===== config.mk =====
export PLATFORM = sky130hd
export DESIGN_NAME = conv_obuf
export DESIGN_NICKNAME = d
export VERILOG_FILES = /design/src/rtl/conv_pkg.sv /design/src/rtl/sync_fifo.sv /design/src/rtl/conv_obuf.sv
export SDC_FILE = /design/constraint.sdc
export NUM_CORES = 1
export LEC_CHECK = 0
export ABC_AREA = 1
export CORE_MARGIN = 2
export CORE_UTILIZATION = 35
export CTS_BUF_LIST = sky130_fd_sc_hd__clkbuf_16
export CTS_CLUSTER_DIAMETER = 50
export DETAILED_ROUTE_END_ITERATION = 8
export HOLD_SLACK_MARGIN = 0.05
export PLACE_DENSITY = 0.56
export SLEW_MARGIN = 5
export SYNTH_ARGS = -nofsm -noshare
export SYNTH_HDL_FRONTEND = slang
export SYNTH_SLANG_ARGS = --single-unit

===== constraint.sdc =====
create_clock -name clk -period 2.4 [get_ports clk]
set_clock_uncertainty 0.15 [all_clocks]
set_input_delay 0.24 -clock clk [delete_from_list [all_inputs] [get_ports clk]]
set_output_delay 0.24 -clock clk [all_outputs]
set_load 0.02 [all_outputs]

===== src/rtl/conv_pkg.sv =====
// Shared definitions for the convolution output buffer: geometry helpers
// and the activation selector applied to pixels on their way into the FIFO.
package conv_pkg;

    // Activation applied to each channel before buffering.
    typedef enum logic [0:0] {
        ACT_LINEAR = 1'b0,
        ACT_RELU   = 1'b1
    } act_e;

    // Edge length of a valid (no padding, stride 1) convolution output.
    function automatic int out_dim(input int img_dim, input int kernel_dim);
        return img_dim - kernel_dim + 1;
    endfunction

    // Pixels per output image for a square output of edge od.
    function automatic int num_pixels(input int od);
        return od * od;
    endfunction

    // Width of a counter that must hold 0..n-1 (never narrower than one bit).
    function automatic int cnt_width(input int n);
        return (n > 1) ? $clog2(n) : 1;
    endfunction

    // Activation mode selected by the integer RELU parameter.
    function automatic act_e act_mode(input int relu);
        return (relu != 0) ? ACT_RELU : ACT_LINEAR;
    endfunction

endpackage


===== src/rtl/sync_fifo.sv =====
// Single-clock FIFO with an extra pointer bit to tell full from empty.
// The head entry is read combinationally so the consumer can register it
// on the same edge that pops it.
module sync_fifo #(
    parameter int WIDTH = 16,
    parameter int DEPTH = 4
) (
    input  logic             clk,
    input  logic             rst,
    input  logic             wr_en_i,
    input  logic [WIDTH-1:0] wr_data_i,
    input  logic             rd_en_i,
    output logic [WIDTH-1:0] rd_data_o,
    output logic             full_o,
    output logic             empty_o
);

    localparam int AW = $clog2(DEPTH);

    logic [WIDTH-1:0] mem_q [DEPTH];
    logic [AW:0]      wr_ptr_q;
    logic [AW:0]      wr_ptr_d;
    logic [AW:0]      rd_ptr_q;
    logic [AW:0]      rd_ptr_d;
    logic             do_write;
    logic             do_read;

    // A write into a full FIFO or a read from an empty one is dropped here,
    // so callers cannot corrupt the pointers.
    assign do_write = wr_en_i && !full_o;
    assign do_read  = rd_en_i && !empty_o;

    // Same index bits with differing wrap bits means the writer lapped the reader.
    assign empty_o = (wr_ptr_q == rd_ptr_q);
    assign full_o  = (wr_ptr_q[AW] != rd_ptr_q[AW]) &&
                     (wr_ptr_q[AW-1:0] == rd_ptr_q[AW-1:0]);

    assign rd_data_o = mem_q[rd_ptr_q[AW-1:0]];

    // Pointer advance; the natural overflow of AW+1 bits gives the modulo wrap.
    always_comb begin
        wr_ptr_d = wr_ptr_q;
        rd_ptr_d = rd_ptr_q;
        if (do_write) begin
            wr_ptr_d = wr_ptr_q + 1'b1;
        end
        if (do_read) begin
            rd_ptr_d = rd_ptr_q + 1'b1;
        end
    end

    // Pointer registers, cleared by reset so buffered contents are discarded.
    always_ff @(posedge clk or posedge rst) begin
        if (rst) begin
            wr_ptr_q <= '0;
            rd_ptr_q <= '0;
        end else begin
            wr_ptr_q <= wr_ptr_d;
            rd_ptr_q <= rd_ptr_d;
        end
    end

    // Storage array; contents need no reset because the pointers gate every read.
    always_ff @(posedge clk) begin
        if (do_write) begin
            mem_q[wr_ptr_q[AW-1:0]] <= wr_data_i;
        end
    end

endmodule


===== src/rtl/conv_obuf.sv =====
// Output buffer of a convolution layer: applies the activation to each
// channel, queues whole pixels, and shifts them into the next layer's input
// buffer when it is ready. Flags the last pixel of each output image.
module conv_obuf
    import conv_pkg::*;
#(
    parameter int DATA_SIZE       = 8,
    parameter int OUTPUT_CHANNELS = 2,
    parameter int IMG_DIM         = 28,
    parameter int KERNEL_DIM      = 3,
    parameter int FIFO_DEPTH      = 4,
    parameter int RELU            = 1
) (
    input  logic                       clk,
    input  logic                       rst,
    input  logic                       i_valid,
    output logic                       o_ready,
    input  logic [DATA_SIZE-1:0]       i_data [OUTPUT_CHANNELS],
    input  logic                       i_next_ready,
    output logic [OUTPUT_CHANNELS-1:0] o_write_enable,
    output logic [DATA_SIZE-1:0]       o_data [OUTPUT_CHANNELS],
    output logic                       o_done
);

    localparam int   OUT_DIM    = out_dim(IMG_DIM, KERNEL_DIM);
    localparam int   NUM_PIXELS = num_pixels(OUT_DIM);
    localparam int   CNT_W      = cnt_width(NUM_PIXELS);
    localparam int   FIFO_W     = OUTPUT_CHANNELS * DATA_SIZE;
    localparam act_e ACT_MODE   = act_mode(RELU);
    localparam logic [CNT_W-1:0] LAST_PIX = CNT_W'(NUM_PIXELS - 1);

    logic [FIFO_W-1:0] wr_data;
    logic [FIFO_W-1:0] rd_data;
    logic              fifo_full;
    logic              fifo_empty;
    logic              push;
    logic              pop;

    logic [OUTPUT_CHANNELS-1:0] we_q;
    logic [OUTPUT_CHANNELS-1:0] we_d;
    logic [DATA_SIZE-1:0]       data_q [OUTPUT_CHANNELS];
    logic [DATA_SIZE-1:0]       data_d [OUTPUT_CHANNELS];
    logic                       done_q;
    logic                       done_d;
    logic [CNT_W-1:0]           cnt_q;
    logic [CNT_W-1:0]           cnt_d;

    // Ready depends on occupancy alone: a pop on the same edge does not free
    // a slot for the incoming pixel, which keeps this path short.
    assign o_ready = !fifo_full;
    assign push    = i_valid && !fifo_full;
    assign pop     = !fifo_empty && i_next_ready;

    // Per-channel activation, applied before buffering so the FIFO only holds
    // final values. The sign bit alone decides the two's-complement clamp.
    for (genvar gi = 0; gi < OUTPUT_CHANNELS; gi++) begin : g_act
        logic neg;
        assign neg = (ACT_MODE == ACT_RELU) && i_data[gi][DATA_SIZE-1];
        assign wr_data[gi*DATA_SIZE +: DATA_SIZE] = neg ? '0 : i_data[gi];
    end

    sync_fifo #(
        .WIDTH (FIFO_W),
        .DEPTH (FIFO_DEPTH)
    ) u_fifo (
        .clk       (clk),
        .rst       (rst),
        .wr_en_i   (push),
        .wr_data_i (wr_data),
        .rd_en_i   (pop),
        .rd_data_o (rd_data),
        .full_o    (fifo_full),
        .empty_o   (fifo_empty)
    );

    // Next output state: strobe all channels together on a pop, hold the data
    // otherwise, and count pops so the final pixel of an image raises done.
    always_comb begin
        we_d   = '0;
        done_d = 1'b0;
        cnt_d  = cnt_q;
        data_d = data_q;
        if (pop) begin
            we_d   = '1;
            done_d = (cnt_q == LAST_PIX);
            cnt_d  = (cnt_q == LAST_PIX) ? '0 : cnt_q + CNT_W'(1);
            for (int c = 0; c < OUTPUT_CHANNELS; c++) begin
                data_d[c] = rd_data[c*DATA_SIZE +: DATA_SIZE];
            end
        end
    end

    // Output and pixel-count registers; reset restarts the image at pixel 0.
    always_ff @(posedge clk or posedge rst) begin
        if (rst) begin
            we_q   <= '0;
            done_q <= 1'b0;
            cnt_q  <= '0;
            for (int c = 0; c < OUTPUT_CHANNELS; c++) begin
                data_q[c] <= '0;
            end
        end else begin
            we_q   <= we_d;
            done_q <= done_d;
            cnt_q  <= cnt_d;
            for (int c = 0; c < OUTPUT_CHANNELS; c++) begin
                data_q[c] <= data_d[c];
            end
        end
    end

    assign o_write_enable = we_q;
    assign o_data         = data_q;
    assign o_done         = done_q;

endmodule


==> flow_summary.json <==
{
  "status": "complete, no violations",
  "use_met1": 0.168,
  "synth_area_leaders": "edfxtp_1, dfrtp_1, nand2_1",
  "final_nets": 433,
  "viasPerCell": 4.60,
  "hold_ws_ps": 146,
  "worstSetupEndpointType": "output port",
  "setup_tns_ps": 0,
  "hold_violations": 0,
  "clk_pin_slew_worst_paths_ps": 60,
  "postSynthCellCount": 365,
  "wire_per_inst_um": 13.3,
  "max_cap_viol_count": 0,
  "fin_crit_ps": 2250,
  "crit_path_start_kind": "flip-flop",
  "holdCritPathClass": "input pin to asynchronous set/reset pin",
  "cts_tree": "yes",
  "ant_nets": 0,
  "share_clk_of_total_power": 0.231,
  "utilization": 0.430,
  "p_seq_frac": 0.402,
  "io_pins": 40,
  "cts_buffer_depth": 2,
  "cts_resized": 0,
  "synth_cell_type_count": 26,
  "worstSetupPathType": "flip-flop to output port",
  "drt_iter0_markers": 165,
  "area_delta_synth_final_pct": 20.6,
  "grt_pass1_wl_um": 12000,
  "clock_latency_ps": 330,
  "synth_seq_cells": 88,
  "fp.dieW_um": 109,
  "synthArstFlopShare": 0.364,
  "yosysMostFrequentCell": "nand2_1",
  "grt-ovfl-total": 0,
  "fin_crit_sh": 0.940,
  "finalSetupViolCount": 0,
  "grt_use_met3": 0.0185,
  "cp_slowest_cell": "clkdlybuf4s50_1",
  "syn_area_per_cell_um2": 10.5,
  "stdcell_count": 552,
  "met2_usage": 0.231,
  "cp.arrival_ps": 1860,
  "rsz0062_at_grt": "false",
  "hpwl_um": 4870,
  "grt_max_degree": 33,
  "cts_setup_buffers": 0,
  "gp_congestion": 0.817,
  "initial_core_util": 0.357,
  "drive_gt1_frac": 0.0777,
  "dr.pass1.iters": 4,
  "ir_drop_uv": 365,
  "crit_fanout": 4,
  "core_mm2": 0.0107,
  "fin_ws_ps": 145,
  "p_sw_frac": 0.363,
  "drc_errors": 0,
  "die-area_mm2": 0.0118,
  "yosysTopAreaCell": "edfxtp_1",
  "slew_viol_final": 0,
  "cts.sinks": 88,
  "ys_seq_area_frac": 0.648,
  "internal_power_mw": 3.66,
  "n_antenna_cell": 0,
  "grt_pass1_vias": 2441,
  "vias": 2540,
  "cp_data_required_time_ps": 2010,
  "p_sw_mw": 2.09,
  "synthesis.area_mm2": 0.00383,
  "powerDensity_mw_per_mm2": 1250,
  "port_buffers": 37,
  "synth-edff-count": 56,
  "cts_hold_buf": 0,
  "path_cells": "xnor2_1, nand3b_1, clkdlybuf4s50_1",
  "combinationalPowerShare": 0.367,
  "yosys.area.top_type_share": 0.439,
  "dp_cells": 536,
  "ys_warn_count": 0,
  "synth_commonest_cells": "nand2_1, edfxtp_1, nor2_1, inv_1, dfrtp_1",
  "cts.htree.levels": 3,
  "fmaxAchievable_mhz": 443,
  "fillers": 1061,
  "power.leakage_nw": 1.90,
  "pre_cts_slack_ps": 502,
  "rows": 38,
  "wirelength_um": 7330,
  "grt-busiest-layer": "met2",
  "cts_buffers": 9,
  "dominantRegCellSynth": "edfxtp_1",
  "slowest_delay_ps": 640,
  "antenna_found_initial": 0,
  "die_h_um": 109,
  "grt_usage": 0.136,
  "cts_root_buf": "clkbuf_16"
}
-- metrics by stage --
step                power (mW)  cell area (um2)
global route              6.17             4620
detailed placement        4.49             4340
finish                    5.75             4620
global placement          4.45             4340
CTS                       5.82             4620
floorplan                 3.80             3830
-- worst paths after layout --
kind / from / endpoint / slack [ps] / depth (start not counted)
min: rst / cnt_q[6] / 150 / 3
max in group asynchronous: rst / o_data[12] / 1650 / 3
max reg2reg: u_fifo.wr_ptr_q[2] / u_fifo.mem_q[0][3] / 530 / 5
max: u_fifo.wr_ptr_q[2] / o_ready / 150 / 3
min in group clk: o_data[12] / o_data[12] / 330 / 2
min reg2reg: o_data[12] / o_data[12] / 330 / 2
-- state kept, by name, summed over array words and instances, names as in the netlist --
| signal | cells |
|---|---|
| cnt_q | 10 |
| u_fifo.rd_ptr_q | 3 |
| u_fifo.mem_q | 56 |
| o_write_enable | 1 |
| o_data | 14 |
| o_done | 1 |
| u_fifo.wr_ptr_q | 3 |
-- critical path: cells and delay by family (launching register included) --
| family | cells | cell delay [ps] |
|---|---|---|
| and+or+nand+nor | 1 | 240 |
| DFF | 1 | 410 |
| xor gates and xnor gates | 1 | 250 |
| buffers and inverters | 1 | 640 |
-- cells in the final DEF (no fill, tap or decap) --
cell type / count
edfxtp_1: 56
nand3b_1: 1
inv_6: 1
nand2_2: 3
clkbuf_16: 10
o21ai_1: 8
inv_1: 36
nand3_1: 11
ha_1: 6
buf_12: 1
nand3_2: 2
dfrtp_1: 32
nor2_1: 56
xnor2_1: 5
nand4_1: 2
buf_4: 8
nor3_1: 1
conb_1: 2
o21ai_0: 31
nand2_1: 78
clkinv_2: 2
nand2_4: 1
o21ai_2: 2
o22ai_1: 14
clkinvlp_4: 1
inv_4: 1
clkdlybuf4s50_1: 37
xor2_1: 4
-- power groups by stage --
stage / logic, mW / clock network (mW) / registers, mW
2_1_floorplan: 1.35 / 0 / 2.45
4_1_cts: 2.16 / 1.35 / 2.32
3_3_place_gp: 2.12 / 0 / 2.33
5_1_grt: 2.39 / 1.42 / 2.36
6_report: 2.11 / 1.33 / 2.31
3_5_place_dp: 2.15 / 0 / 2.34
-- final cells by class --
type	count	area (um2)	area share
clock inverter	6	33.8	0.00731
tap	140	175	0.0379
clock buffer	10	250	0.0542
inverter	35	134	0.0290
timing repair buffer	46	450	0.0975
multi-input combinational	227	1090	0.237
sequential	88	2480	0.537
-- per-layer routing --
layer  vias to the layer above  share of wire
met4                         0          0.024
met2                        27           0.50
li1                       1287              -
met5                         -              0
met3                        13          0.020
met1                      1213           0.46
-- cell families (layout without fill, tap and decap cells) --
| group | after synthesis | in the layout | synth area share |
|---|---|---|---|
| and+or+nand+nor | 155 | 155 | 0.165 |
| DFF | 88 | 88 | 0.648 |
| AOI/OAI and AO/OA | 55 | 55 | 0.0784 |
| buffers and inverters | 51 | 97 | 0.0673 |
| xor gates and xnor gates | 9 | 9 | 0.0206 |
| adders and majority gates | 6 | 6 | 0.0196 |
| other | 1 | 2 | 0.000979 |
Note: power is estimated with default switching activity, not from simulation.
